[config.mk]
export PLATFORM = sky130hd
export DESIGN_NAME = approx_mult_pipe_flat
export DESIGN_NICKNAME = d
export VERILOG_FILES = /design/src/rtl/approx_mult_pkg.sv /design/src/rtl/approx_mult_pipe_if.sv /design/src/rtl/approx_col_reduce.sv /design/src/rtl/approx_mult_pipe.sv /design/src/flat_wrapper.sv
export SDC_FILE = /design/constraint.sdc
export NUM_CORES = 1
export LEC_CHECK = 0
export CORE_ASPECT_RATIO = 0.9
export CORE_MARGIN = 2
export CORE_UTILIZATION = 45
export DETAILED_ROUTE_END_ITERATION = 12
export HOLD_SLACK_MARGIN = 0.02
export PLACE_DENSITY = 0.61
export REMOVE_ABC_BUFFERS = 1
export SYNTH_ARGS = -nofsm -noshare
export SYNTH_HDL_FRONTEND = slang
export SYNTH_HIERARCHICAL = 1
export SYNTH_SLANG_ARGS = --single-unit
[constraint.sdc]
create_clock -name clk -period 3.58 [get_ports clk]
set_input_delay 0.716 -clock clk [delete_from_list [all_inputs] [get_ports clk]]
set_output_delay 0.716 -clock clk [all_outputs]
set_load 0.005 [all_outputs]
[src/rtl/approx_mult_pkg.sv]
`default_nettype none
// ============================================================================
//  Module      : approx_mult_pkg
//  Description : Shared constants for the approximate multiplier pipeline:
//                mode encoding, stage count and the column-sum width helper.
//  Revision    : 1.0 - initial release
// ============================================================================
package approx_mult_pkg;

    localparam logic MODE_EXACT         = 1'b0;
    localparam logic MODE_APPROX        = 1'b1;
    localparam int   APPROX_MULT_STAGES = 2;

    // Bits needed to hold the population count of a WIDTH-bit column.
    function automatic int col_sum_width(input int width);
        return $clog2(width + 1);
    endfunction

endpackage : approx_mult_pkg
`default_nettype wire

[src/rtl/approx_mult_pipe_if.sv]
`default_nettype none
// ============================================================================
//  Module      : approx_mult_pipe_if
//  Description : Operand/result handshake bundle of approx_mult_pipe.
//                master : producer/consumer side (drives operands, out_ready)
//                slave  : multiplier side (drives in_ready and results)
//                With APPROX_MULT_ERR_STAT_EN defined the bundle also carries
//                err_o and approx_cnt_o.
//  Revision    : 1.0 - initial release
// ============================================================================
interface approx_mult_pipe_if #(
    parameter int WIDTH = 8
);
    import approx_mult_pkg::*;

    logic                   in_valid;
    logic                   in_ready;
    logic [WIDTH-1:0]       a_i;
    logic [WIDTH-1:0]       b_i;
    logic                   mode_i;
    logic                   out_valid;
    logic                   out_ready;
    logic [2*WIDTH-1:0]     p_o;
    logic                   mode_o;

`ifdef APPROX_MULT_ERR_STAT_EN
    logic [2*WIDTH-1:0]     err_o;
    logic [31:0]            approx_cnt_o;

    modport master (
        output in_valid, a_i, b_i, mode_i, out_ready,
        input  in_ready, out_valid, p_o, mode_o, err_o, approx_cnt_o
    );
    modport slave (
        input  in_valid, a_i, b_i, mode_i, out_ready,
        output in_ready, out_valid, p_o, mode_o, err_o, approx_cnt_o
    );
`else
    modport master (
        output in_valid, a_i, b_i, mode_i, out_ready,
        input  in_ready, out_valid, p_o, mode_o
    );
    modport slave (
        input  in_valid, a_i, b_i, mode_i, out_ready,
        output in_ready, out_valid, p_o, mode_o
    );
`endif

endinterface : approx_mult_pipe_if
`default_nettype wire

[src/rtl/approx_col_reduce.sv]
`default_nettype none
// ============================================================================
//  Module      : approx_col_reduce
//  Description : Reduces one product column. Exact mode returns the number
//                of set partial-product bits; approximate mode returns their
//                OR, so the column can never produce a carry.
//  Ports       : col_bits (in, WIDTH) partial products of the column
//                mode     (in, 1)     MODE_EXACT / MODE_APPROX
//                col_sum  (out, CW)   count or OR, zero-extended
//  Revision    : 1.0 - initial release
// ============================================================================
module approx_col_reduce
    import approx_mult_pkg::*;
#(
    parameter int WIDTH = 8,
    parameter int CW    = col_sum_width(WIDTH)
) (
    input  logic [WIDTH-1:0] col_bits,
    input  logic             mode,
    output logic [CW-1:0]    col_sum
);

    logic [CW-1:0] pop_cnt;

    always_comb begin
        pop_cnt = '0;
        for (int i = 0; i < WIDTH; i++) begin
            pop_cnt = pop_cnt + CW'(col_bits[i]);
        end
    end

    assign col_sum = (mode == MODE_APPROX) ? CW'(|col_bits) : pop_cnt;

endmodule : approx_col_reduce
`default_nettype wire

[src/rtl/approx_mult_pipe.sv]
`default_nettype none
// ============================================================================
//  Module      : approx_mult_pipe
//  Description : Two-stage unsigned WIDTH x WIDTH multiplier with a per-beat
//                exact/approximate mode. The lowest APPROX_COLS product
//                columns are OR-reduced in approximate mode; all higher
//                columns are always summed exactly.
//                Stage 1 registers the per-column reductions, stage 2
//                registers the weighted sum. Valid/ready on both sides.
//  Ports       : clk, rst (async, active high)
//                bus (approx_mult_pipe_if.slave): in_valid/in_ready, a_i,
//                b_i, mode_i, out_valid/out_ready, p_o, mode_o
//  Config      : APPROX_MULT_ERR_STAT_EN adds err_o (exact - p_o) and
//                approx_cnt_o (saturating count of approximate results).
//  Revision    : 1.0 - initial release
// ============================================================================
module approx_mult_pipe
    import approx_mult_pkg::*;
#(
    parameter int WIDTH       = 8,
    parameter int APPROX_COLS = 4
) (
    input  logic               clk,
    input  logic               rst,
    approx_mult_pipe_if.slave  bus
);

    localparam int PW   = 2 * WIDTH;
    localparam int NCOL = PW - 1;
    localparam int CW   = col_sum_width(WIDTH);

    // ------------------------------------------------------------------
    // Flow control
    // ------------------------------------------------------------------
    logic s1_valid;
    logic s2_valid;
    logic s2_adv;
    logic in_ready_int;

    assign s2_adv       = !s2_valid || bus.out_ready;
    // Stage 1 advances exactly when stage 2 can take its content.
    assign in_ready_int = !s1_valid || s2_adv;

    // ------------------------------------------------------------------
    // Column formation and reduction
    // ------------------------------------------------------------------
    logic [NCOL-1:0][WIDTH-1:0] col_bits;
    logic [NCOL-1:0][CW-1:0]    col_red;

    generate
        for (genvar k = 0; k < NCOL; k++) begin : g_col
            logic col_mode;

            for (genvar i = 0; i < WIDTH; i++) begin : g_bit
                if ((k - i) >= 0 && (k - i) < WIDTH) begin : g_pp
                    assign col_bits[k][i] = bus.a_i[i] & bus.b_i[k-i];
                end else begin : g_zero
                    assign col_bits[k][i] = 1'b0;
                end
            end

            // Only the low columns ever see the beat's approximate mode.
            if (k < APPROX_COLS) begin : g_apx
                assign col_mode = bus.mode_i;
            end else begin : g_exa
                assign col_mode = MODE_EXACT;
            end

            approx_col_reduce #(
                .WIDTH (WIDTH),
                .CW    (CW)
            ) u_col_reduce (
                .col_bits (col_bits[k]),
                .mode     (col_mode),
                .col_sum  (col_red[k])
            );
        end
    endgenerate

    // ------------------------------------------------------------------
    // Stage 1: column reductions
    // ------------------------------------------------------------------
    logic [NCOL-1:0][CW-1:0] s1_cols;
    logic                    s1_mode;

    always_ff @(posedge clk or posedge rst) begin
        if (rst) begin
            s1_valid <= 1'b0;
            s1_cols  <= '0;
            s1_mode  <= MODE_EXACT;
        end else if (in_ready_int) begin
            s1_valid <= bus.in_valid;
            if (bus.in_valid) begin
                s1_cols <= col_red;
                s1_mode <= bus.mode_i;
            end
        end
    end

    // Weighted column sum. Approximate columns hold 0/1 at distinct weights
    // below all exact columns, so no carry can reach or leave them.
    logic [PW-1:0] col_total;

    always_comb begin
        col_total = '0;
        for (int k = 0; k < NCOL; k++) begin
            col_total = col_total + (PW'(s1_cols[k]) << k);
        end
    end

    // ------------------------------------------------------------------
    // Stage 2: final product
    // ------------------------------------------------------------------
    logic [PW-1:0] p_reg;
    logic          mode_reg;

    always_ff @(posedge clk or posedge rst) begin
        if (rst) begin
            s2_valid <= 1'b0;
            p_reg    <= '0;
            mode_reg <= MODE_EXACT;
        end else if (s2_adv) begin
            s2_valid <= s1_valid;
            if (s1_valid) begin
                p_reg    <= col_total;
                mode_reg <= s1_mode;
            end
        end
    end

    assign bus.in_ready  = in_ready_int;
    assign bus.out_valid = s2_valid;
    assign bus.p_o       = p_reg;
    assign bus.mode_o    = mode_reg;

`ifdef APPROX_MULT_ERR_STAT_EN
    // ------------------------------------------------------------------
    // Shadow exact product and error statistics
    // ------------------------------------------------------------------
    logic [PW-1:0] s1_exact;
    logic [PW-1:0] err_reg;
    logic [31:0]   approx_cnt;

    always_ff @(posedge clk or posedge rst) begin
        if (rst) begin
            s1_exact <= '0;
        end else if (in_ready_int && bus.in_valid) begin
            s1_exact <= PW'(bus.a_i) * PW'(bus.b_i);
        end
    end

    always_ff @(posedge clk or posedge rst) begin
        if (rst) begin
            err_reg <= '0;
        end else if (s2_adv && s1_valid) begin
            err_reg <= s1_exact - col_total;
        end
    end

    always_ff @(posedge clk or posedge rst) begin
        if (rst) begin
            approx_cnt <= '0;
        end else if (s2_valid && bus.out_ready && (mode_reg == MODE_APPROX)
                     && (approx_cnt != '1)) begin
            approx_cnt <= approx_cnt + 32'd1;
        end
    end

    assign bus.err_o        = err_reg;
    assign bus.approx_cnt_o = approx_cnt;
`endif

endmodule : approx_mult_pipe
`default_nettype wire

[src/flat_wrapper.sv]
// flat-port wrapper written by rule: the top's interface ports become plain ports
module approx_mult_pipe_flat import approx_mult_pkg::*;
#(
    parameter int WIDTH       = 8,
    parameter int APPROX_COLS = 4
)
  (clk, rst, bus_in_valid, bus_a_i, bus_b_i, bus_mode_i, bus_out_ready, bus_in_ready, bus_out_valid, bus_p_o, bus_mode_o);
  approx_mult_pipe_if #(.WIDTH(WIDTH)) bus_i ();
  input  logic clk;
  input  logic rst;
  input wire logic [$bits(bus_i.in_valid)-1:0] bus_in_valid;
  input wire logic [$bits(bus_i.a_i)-1:0] bus_a_i;
  input wire logic [$bits(bus_i.b_i)-1:0] bus_b_i;
  input wire logic [$bits(bus_i.mode_i)-1:0] bus_mode_i;
  input wire logic [$bits(bus_i.out_ready)-1:0] bus_out_ready;
  output wire logic [$bits(bus_i.in_ready)-1:0] bus_in_ready;
  output wire logic [$bits(bus_i.out_valid)-1:0] bus_out_valid;
  output wire logic [$bits(bus_i.p_o)-1:0] bus_p_o;
  output wire logic [$bits(bus_i.mode_o)-1:0] bus_mode_o;
  assign bus_i.in_valid = bus_in_valid;
  assign bus_i.a_i = bus_a_i;
  assign bus_i.b_i = bus_b_i;
  assign bus_i.mode_i = bus_mode_i;
  assign bus_i.out_ready = bus_out_ready;
  assign bus_in_ready = bus_i.in_ready;
  assign bus_out_valid = bus_i.out_valid;
  assign bus_p_o = bus_i.p_o;
  assign bus_mode_o = bus_i.mode_o;
  approx_mult_pipe #(.WIDTH(WIDTH), .APPROX_COLS(APPROX_COLS)) u_core (.clk(clk), .rst(rst), .bus(bus_i));
endmodule
==> impl_metrics.tcl <==
set metrics [dict create \
    multiInputGateArea_um2 5820 \
    worstReg2RegStart "u_core/s1_cols[3]$_DFFE_PP0P_" \
    dr_total_vias 5512 \
    wl_per_cell_um 11.2 \
    grt_usage_pct 17.2 \
    grt_first_pass_wirelength_um 26200 \
    antenna_found_initial 0 \
    start_util_pct 45.9 \
    finalPower_mw 5.20 \
    max-vdd-ir-drop_v 0.000356 \
    timing.rr.end "u_core/bus.p_o[15]$_DFFE_PP0P_" \
    ioPinCount 40 \
    cts-root-buf "clkbuf_16" \
    yosysWarnings 6 \
    grtUsageMet2_pct 26.7 \
    busiest_layer "met2" \
    drc 0 \
    hp-class "flip-flop to flip-flop" \
    grt_util_met1_pct 25.6 \
    firstDrtPassIters 4 \
    fin_nets 1255 \
    fin_crit_sh_pct 97.0 \
    startpoint_type "primary input" \
    cts_tree "built" \
    p_per_area_nw_per_um2 527 \
    die_h_um 131 \
    worstHoldStart "u_core/s1_cols[0]$_DFFE_PP0P_" \
    hold_viol_final 0 \
    worst-r2r-cell-count 11 \
    fill_cells 1627 \
    crit_required_ns 3.80 \
    drive_above_1_share_pct 8.98 \
    ff2ff_setup_slack_ns 0.33 \
    seqCellArea_um2 1930 \
    io_buffers 39 \
    grt_max_degree 46 \
    whs_endpoint "u_core/bus.p_o[0]$_DFFE_PP0P_" \
    routed_wl_um 14800 \
    max_slew_margin_pct 58.0 \
    final_common_cell "inv_1" \
    clk_latency_ns 0.33 \
    endpoint_kind "flip-flop" \
    synth_area_um2 8050 \
    drt_iter0_markers 144 \
    area_delta_synth_final_pct 22.4 \
    hpwl_um 12700 \
    grt_pass1_vias 5538 \
    numCtsBuffers 9 \
    viasPerCell 4.18 \
    rsz0062_at_grt "no" \
    finalMaxSlewViolations 0 \
    cts_sinks 77 \
    cts_setup_buffers 0 \
    status "finished clean" \
    grt_use_met3_pct 2.19 \
    h-tree-depth 3 \
    layout_common_cells "inv_1 (246), conb_1 (164), fa_1 (85), dfrtp_1 (77), ha_1 (70)" \
    finalSetupTns_ns 0 \
    skew_ns 0.00602 \
    antenna_cells 0 \
    setup_viol 0 \
    crit_type "primary input to flip-flop" \
    fmax_mhz 288 \
    core-area_um2 17600 \
    post-route-min-period_ns 3.47 \
    cts.clk_slew.worst_paths_ns 0.06 \
    ant_nets 0 \
    die_area_um2 19000 \
    rows 46 \
    hold-path-cell-count 1 \
    gp_congestion 0.804 \
    p_leak_nw 4.91 \
    path_max_fanout 3 \
    die_w_um 145 \
    tightest_slew_ns 0.628 \
    cap_violations 0 \
    avgSynthCellArea_um2 9.59 \
    clock_path_buffers 2 \
    overflow 0 \
    arrival_ns 3.69 \
    netlist_instances 840 \
]
sequential cells by signal, indices dropped and copies added (netlist names):
signal and cells:
u_core/s1_cols 57, u_core/bus.mode_o 1, u_core/s1_valid 1, u_core/bus.p_o 16, u_core/bus.out_valid 1, u_core/s1_mode 1
layer usage:
| metal | part of all wire (%) | routed length, µm | up-vias |
|---|---|---|---|
| li1 | - | - | 2885 |
| met1 | 53 | 7860 | 2561 |
| met2 | 42 | 6280 | 55 |
| met3 | 3.4 | 498 | 11 |
| met4 | 1.1 | 161 | 0 |
| met5 | 0 | 0 | - |
power breakdown:
part,total (mW),switching (mW),internal (mW)
Clock,0.806,0.343,0.463
Combinational,3.13,1.63,1.50
Sequential,1.26,0.135,1.12
Total,5.20,2.11,3.09
per-stage QoR:
step                utilization (%)  cell area [µm²]  setup slack, ns  cells  hold slack (ns)
global placement               54.5             9570           -0.593   1305            0.468
CTS                            56.2             9860           0.0144   1320            0.492
floorplan                         -             8620           0.0490    994            0.454
finish                         56.1             9850            0.108   1320            0.484
global route                   56.1             9850           0.0151   1320            0.505
detailed placement             54.5             9570           -0.670   1305            0.480
worst max path at each step:
stage                from                             end  slack [ns]
2_1_floorplan  bus_b_i[5]  u_core/s1_cols[22]$_DFFE_PP0P_        0.05
3_3_place_gp   bus_b_i[5]  u_core/s1_cols[22]$_DFFE_PP0P_       -0.59
3_5_place_dp   bus_b_i[5]  u_core/s1_cols[22]$_DFFE_PP0P_       -0.67
4_1_cts        bus_a_i[0]  u_core/s1_cols[29]$_DFFE_PP0P_        0.01
5_1_grt        bus_a_i[6]  u_core/s1_cols[26]$_DFFE_PP0P_        0.02
6_report       bus_b_i[7]  u_core/s1_cols[29]$_DFFE_PP0P_        0.11
area by class of cell:
cell class / count / share of cell area, %
Timing Repair Buffer: 71 / 6.15
Multi-Input combinational cell: 668 / 59.1
Inverter: 249 / 9.50
Clock buffer: 9 / 2.29
Tap cell: 240 / 3.05
Sequential cell: 77 / 19.6
Clock inverter: 6 / 0.394
repair_timing:
action	CTS	global route
endpoints found under the setup margin	17	12
hold buffers	0	0
pin swaps	1	5
gates resized for setup	35	26
cloned	0	0
critical path, stage by stage:
cell and delay, ns:
buf_2 0.12, and2_4 0.17, fa_1 0.53, inv_1 0.05, fa_1 0.54, fa_1 0.44
inv_2 0.08, ha_4 0.13, inv_2 0.04, fa_2 0.56, nor2_1 0.05, mux2_4 0.27
(Power assumes the default switching activity.)
